## config.mk

```make
export PLATFORM = sky130hd
export DESIGN_NAME = alu_share_arb
export DESIGN_NICKNAME = d
export VERILOG_FILES = /design/src/rtl/alu_share_arb.sv
export SDC_FILE = /design/constraint.sdc
export NUM_CORES = 1
export LEC_CHECK = 0
export BUFFER_PORTS_ARGS = -buffer_cell sky130_fd_sc_hd__buf_2
export CORE_MARGIN = 2
export CORE_UTILIZATION = 43
export CTS_BUF_LIST = sky130_fd_sc_hd__clkbuf_16
export CTS_CLUSTER_SIZE = 30
export DETAILED_ROUTE_END_ITERATION = 16
export PLACE_DENSITY = 0.77
export SLEW_MARGIN = 20
export SYNTH_ARGS = -nofsm -noshare
export SYNTH_HDL_FRONTEND = slang
export SYNTH_SLANG_ARGS = --single-unit
```

## constraint.sdc

```tcl
create_clock -name clk -period 1.7 [get_ports clk]
set_input_delay 0.255 -clock clk [delete_from_list [all_inputs] [get_ports clk]]
set_output_delay 0.255 -clock clk [all_outputs]
set_load 0.02 [all_outputs]
```

## src/rtl/alu_share_arb.sv

```systemverilog
// alu_share_arb: two-requester arbiter that shares one combinational ALU.
// A single registered issue stage drives the ALU. Each result lands in a
// per-requester response buffer with a valid/ready handshake.
module alu_share_arb #(
    parameter bit          FAIR  = 1'b1,
    parameter int unsigned CNT_W = 16
) (
    input  logic                  clk,
    input  logic                  rst,
    // request side
    input  logic [1:0]            rq_valid,
    output logic [1:0]            rq_ready,
    input  logic [1:0][4:0]       rq_opcode,
    input  logic [1:0][31:0]      rq_x,
    input  logic [1:0][31:0]      rq_y,
    // response side
    output logic [1:0]            rs_valid,
    input  logic [1:0]            rs_ready,
    output logic [1:0][31:0]      rs_result,
    output logic [1:0]            rs_overflow,
    output logic [1:0]            rs_y_zero,
    // shared ALU
    output logic [4:0]            alu_opcode,
    output logic [31:0]           alu_op_x,
    output logic [31:0]           alu_op_y,
    input  logic [31:0]           alu_result,
    input  logic                  alu_overflow,
    input  logic                  alu_op_y_zero,
    // status
    output logic                  busy,
    output logic [CNT_W-1:0]      contention_cnt
);

    localparam int unsigned NPORT = 2;

    logic       iss_valid;
    logic       iss_owner;
    logic       rr_ptr;
    logic [1:0] inflight;
    logic [1:0] free;
    logic [1:0] elig;
    logic [1:0] grant;
    logic       contend;

    // Eligibility and grant; a draining response buffer counts as free
    always_comb begin
        inflight = {iss_valid & iss_owner, iss_valid & ~iss_owner};
        free     = ~inflight & (~rs_valid | rs_ready);
        elig     = rq_valid & free;
        contend  = &elig;
        grant    = 2'b00;
        if (!rst) begin
            if (contend) begin
                grant = (FAIR && rr_ptr) ? 2'b10 : 2'b01;
            end else begin
                grant = elig;
            end
        end
    end

    assign rq_ready = grant;
    assign busy     = iss_valid | (|rs_valid);

    // Issue stage: latch the winner's operands; hold ALU inputs when idle
    always_ff @(posedge clk) begin
        if (rst) begin
            iss_valid  <= 1'b0;
            iss_owner  <= 1'b0;
            alu_opcode <= 5'd0;
            alu_op_x   <= 32'd0;
            alu_op_y   <= 32'd0;
        end else begin
            iss_valid <= |grant;
            if (|grant) begin
                iss_owner  <= grant[1];
                alu_opcode <= grant[1] ? rq_opcode[1] : rq_opcode[0];
                alu_op_x   <= grant[1] ? rq_x[1]      : rq_x[0];
                alu_op_y   <= grant[1] ? rq_y[1]      : rq_y[0];
            end
        end
    end

    // Round-robin pointer advances only on contended grants
    always_ff @(posedge clk) begin
        if (rst) begin
            rr_ptr <= 1'b0;
        end else if (FAIR && contend) begin
            rr_ptr <= ~rr_ptr;
        end
    end

    // Response buffers: a capture beats a same-edge handshake
    always_ff @(posedge clk) begin
        if (rst) begin
            rs_valid    <= 2'b00;
            rs_result   <= '0;
            rs_overflow <= 2'b00;
            rs_y_zero   <= 2'b00;
        end else begin
            for (int i = 0; i < int'(NPORT); i++) begin
                if (inflight[i]) begin
                    rs_valid[i]    <= 1'b1;
                    rs_result[i]   <= alu_result;
                    rs_overflow[i] <= alu_overflow;
                    rs_y_zero[i]   <= alu_op_y_zero;
                end else if (rs_ready[i]) begin
                    rs_valid[i] <= 1'b0;
                end
            end
        end
    end

    // Saturating count of cycles where both ports were eligible
    always_ff @(posedge clk) begin
        if (rst) begin
            contention_cnt <= '0;
        end else if (contend && (contention_cnt != '1)) begin
            contention_cnt <= contention_cnt + CNT_W'(1);
        end
    end

endmodule

```

### Yosys cells after proc, flatten, opt, wreduce, memory -nomap -nowiden

Cells that the tools add are included.

* add/sub/neg operators: 1
* equal/unequal tests: 1
* mux-type cells: 10
* bitwise gates (word level): 10
* reductions and logical operators: 6

Operator list (count)
* two-way mux 32 bit: 2
* adder 16 x 1 -> 16 bit (second input constant): 1
* != test 16 bit (second input constant): 1
* two-way mux 2 bit: 3
* two-way mux 5 bit: 1
* bitwise AND 2 bit: 2
* two-way mux 1 bit: 4
* NOT 2 bit: 2
* nonzero test 2 bit: 2
* OR reduction 2 bit: 2
* bitwise AND 1 bit: 2
* NOT 1 bit: 2
* OR 2 bit: 1
* AND reduction 2 bit: 1
* logical AND 1 bit: 1
* OR 1 bit: 1

* flip-flop bits (word level): 158
* input bits: 178
* output and inout port bits: 158
* logic and storage cells: 43

### Depth between registers and ports, before layout

* depth after elaboration: 9
* gate-level depth with buffers: 8
* gate-level depth less buffers: 5

### Least setup slack after synthesis

No wires, ideal clock.

* path kind: register -> register
* start point: register contention_cnt[0]
* end point: register contention_cnt[1]
* setup time: 0.132 ns
* arrival time: 1.737 ns
* data required time: 1.568 ns
* setup slack: -0.170 ns
* stages on the path, launching flop included: 7
* path buffers: 1
* period minus slack after synthesis: 1.870 ns
* cells stage by stage: dfxtp_1 ha_1 nand3_1 nor4_2 buf_2 nand3b_1 a21oi_1

* cells in the longest elaborated chain, start to end: 2
* elaborated cells between the ends (all ways): 3
* classes of those cells: add/sub (1); eq/ne (1); reduce/logical (1)

RTL lines
* start: declaration: RTL line 31 `output logic [CNT_W-1:0] contention_cnt`
* start signal: assignment: RTL line 118 `contention_cnt <= contention_cnt + CNT_W'(1);`
* parallel branches: the longest is 2 deep, another holds adder 16 x 1 -> 16 bit

Several ways; the timed one is not identified.
A chain may end at the register's enable or synchronous reset.

### Worst setup path in the final report

* start point: register iss_owner
* end point: output port rq_ready[1]

* cells in the longest elaborated chain, start to end: 8
* elaborated cells between the ends (all ways): 9
* classes of those cells: mux (2); bitwise (6); reduce/logical (1)

RTL lines
* start: declaration: RTL line 37 `logic iss_owner;`
* start signal: assignment: RTL line 75 `iss_owner <= grant[1];`
* NOT 1 bit: RTL line 47 `inflight = {iss_valid & iss_owner, iss_valid & ~iss_owner};`
* bitwise AND 1 bit: RTL line 47
* NOT 2 bit (*): RTL line 48 `free = ~inflight & (~rs_valid | rs_ready);`
* bitwise AND 2 bit (*): RTL line 48
* bitwise AND 2 bit (*): RTL line 49 `elig = rq_valid & free;`
* AND reduction 2 bit: RTL line 50 `contend = &elig;`
* two-way mux 2 bit (*): RTL line 53 `if (contend) begin`
* two-way mux 2 bit (*): RTL line 52 `if (!rst) begin`
* end: declaration: RTL line 12 `output logic [1:0] rq_ready,`

Every way passes the cells marked *; elsewhere a longest branch is shown, timed or not.

==> results.sh <==
export IMPL_drtIter0Drc=490
export IMPL_slew_viol_final=0
export IMPL_finalNonFillerCells=1497
export IMPL_dr_pass1_iters=5
export IMPL_cellLeakagePower_nw=4.95
export IMPL_grt_pass1_vias=7368
export IMPL_cts_buffers=17
export IMPL_required_ps=1440
export IMPL_violations="setup timing"
export IMPL_hold_class="input pin to flop"
export IMPL_num_vias=8174
export IMPL_clkTransAtPathRegs_ps=70
export IMPL_viasPerCell=5.46
export IMPL_async_flop_share=0
export IMPL_design_area_mm2=0.0111
export IMPL_post_drt_wl_per_cell_um=18.0
export IMPL_synthFlopType="dfxtp_1"
export IMPL_synth_commonest_cells="dfxtp_1 (158), nand2_1 (141), a21oi_1 (81)"
export IMPL_syn_nets=1082
export IMPL_powerDensity_mw_per_mm2=955
export IMPL_grt_pass1_wl_um=37300
export IMPL_hold_buffers=0
export IMPL_cap_viol_max_count=0
export IMPL_grt_max_degree=71
export IMPL_synth_edf_count=0
export IMPL_setup_ws_ps=-92.6
export IMPL_totalWireLength_um=27000
export IMPL_cp_end_kind="output pin"
export IMPL_crit_arrival_ps=1540
export IMPL_clock_root_buffer="clkbuf_16"
export IMPL_finalCriticalPeriod_ps=1790
export IMPL_place_inst=1421
export IMPL_nNetsFinal=1435
export IMPL_fin_crit_sh=1.05
export IMPL_syn_area_mm2=0.00743
export IMPL_hpwl_um=16400
export IMPL_ant_nets=0
export IMPL_port_buffers=335
export IMPL_hold_viol_final=0
export IMPL_design_core_area_mm2=0.0171
export IMPL_initial_core_util=0.434
export IMPL_start_kind="flop"
export IMPL_yosysMostFrequentCell="dfxtp_1"
export IMPL_clockBufferDepth=2
export IMPL_drcViolationCount=0
export IMPL_crit_fanout=26
export IMPL_synth_top_area_frac=0.426
export IMPL_cts_tree="built"
export IMPL_dieHeight_um=135
export IMPL_die_w_um=135
export IMPL_worstMarginPinSlew_ps=629
export IMPL_grt_use_total=0.257
export IMPL_clkLatencyLatePin_ps=430
export IMPL_grt_ovfl_total=0
export IMPL_outcome="finished with violations"
export IMPL_rows=48
export IMPL_area_growth_pct=49.7
export IMPL_clock_fmax_ghz=0.558
export IMPL_synth_cell_types=41
export IMPL_syn_inst=903
export IMPL_rsz0062_at_grt="yes"
export IMPL_relSlewSlack=0.581
export IMPL_yosysTopAreaCell="dfxtp_1"
export IMPL_final_setup_tns_ps=-342
export IMPL_grt_antenna_before_repair=2
export IMPL_syn_mean_instance_area_um2=8.23
export IMPL_yosysSeqAreaShare=0.426
export IMPL_setup_violations=27
export IMPL_synth_seq_cells=158
export IMPL_cts_sinks=158
export IMPL_die_area_mm2=0.0183
export IMPL_fin_skew_ps=8.59
export IMPL_cts_htree_levels=4
export IMPL_ys_warn_count=0
export IMPL_crit_type="flop to output pin"
export IMPL_ys_top_cells_by_area="dfxtp_1 (43%), o31a_1 (8.1%), nand2_1 (7.1%)"
export IMPL_ios=336
export IMPL_ir_drop_mv=0.732
export IMPL_place_area_mm2=0.00957
export IMPL_gp_congestion=0.807
export IMPL_layout_drive_gt1_share=0.400
export IMPL_post_route_util=0.650
sequential cells by signal, summed over array words and instances, names as in the netlist, 2 cells and up:
signal / count
contention_cnt: 16
rs_y_zero: 2
alu_op_x: 32
rs_valid: 2
rs_overflow: 2
rs_result: 64
alu_op_y: 32
alu_opcode: 5
worst max-delay path, stage by stage, from the launching register on:
cell and delay [ps]:
dfxtp_2 340, nand2b_4 140, and4_4 260, buf_12 180, nor2_4 60, buf_6 130
per-layer routing:
metal	GRT usage	part of all wire	vias to the layer above
li1	-	-	3902
met4	0.0856	0.023	0
met3	0.0808	0.077	54
met1	0.291	0.39	3892
met5	0	0	-
met2	0.459	0.51	326
what timing repair did:
item,4_1_cts,5_1_grt
setup endpoints to repair,2,87
buffers inserted,12,13
pin swaps,9,33
resized for setup,32,46
hold endpoints to repair,0,0
gates cloned,3,15
cell families (layout without fill, tap and decap cells):
logic type / count (synthesis) / count (layout) / share of synthesized area
AO/OA/AOI/OAI: 304 / 304 / 0.279
XOR/XNOR: 1 / 1 / 0.00118
adder cells (fa/ha/maj): 1 / 1 / 0.00168
buffers and inverters: 164 / 530 / 0.0925
flip-flops: 158 / 158 / 0.426
multiplexers: 4 / 4 / 0.00606
other: 0 / 3 / 0
AND/OR/NAND/NOR: 271 / 271 / 0.193
final timing paths:
path / start / to / slack [ps] / cells after the start
worst max-delay path: iss_owner / rq_ready[1] / -90 / 5
worst min-delay path: alu_result[15] / rs_result[47] / 70 / 3
worst max register to register: iss_valid / alu_opcode[4] / -30 / 8
worst min register to register: rs_result[5] / rs_result[5] / 450 / 2
power by group:
group	internal [mW]	switching (mW)	total, mW
sequential	3.99	0.146	4.13
clock	2.10	1.80	3.90
combinational	1.14	1.46	2.60
total	7.23	3.40	10.6
stage by stage:
step | hold slack, ps | power, mW | worst slack (ps)
6_report | 66.7 | 10.6 | -92.6
5_1_grt | 68.9 | 11.0 | -170
4_1_cts | 54.5 | 10.5 | -98.6
3_5_place_dp | 446 | 6.46 | -0.894
3_3_place_gp | 439 | 6.42 | 24.3
2_1_floorplan | 391 | 5.59 | -25.6
layout make-up:
type | instances | area, um2
clock buffer | 17 | 425
fill | 1408 | 5990
multi-input combinational | 581 | 3840
sequential | 158 | 3170
inverter | 74 | 278
tap | 225 | 282
antenna | 3 | 7.51
timing repair buffer | 424 | 2950
clock inverter | 15 | 173
cells in the final DEF, fill, tap and decap left out, types with 3 or more instances in the layout:
master        n
buf_2       331
dfxtp_1     151
nand2_1     140
a21oi_1      75
inv_1        73
a31oi_1      71
o21a_1       69
nor3b_1      69
o31a_1       69
buf_4        40
clkbuf_16    29
buf_6        19
buf_12       19
nand4_1       8
o31ai_1       7
nor2_1        6
a21oi_2       6
dfxtp_2       6
nor2b_1       5
nor4_4        5
or4_4         5
inv_8         5
and4_1        4
mux2_4        4
diode_2       3
nand2b_4      3
nand3_1       3
clkinvlp_4    3
inv_6         3
bufbuf_16     3
Note: power is estimated with default switching activity, not from simulation.
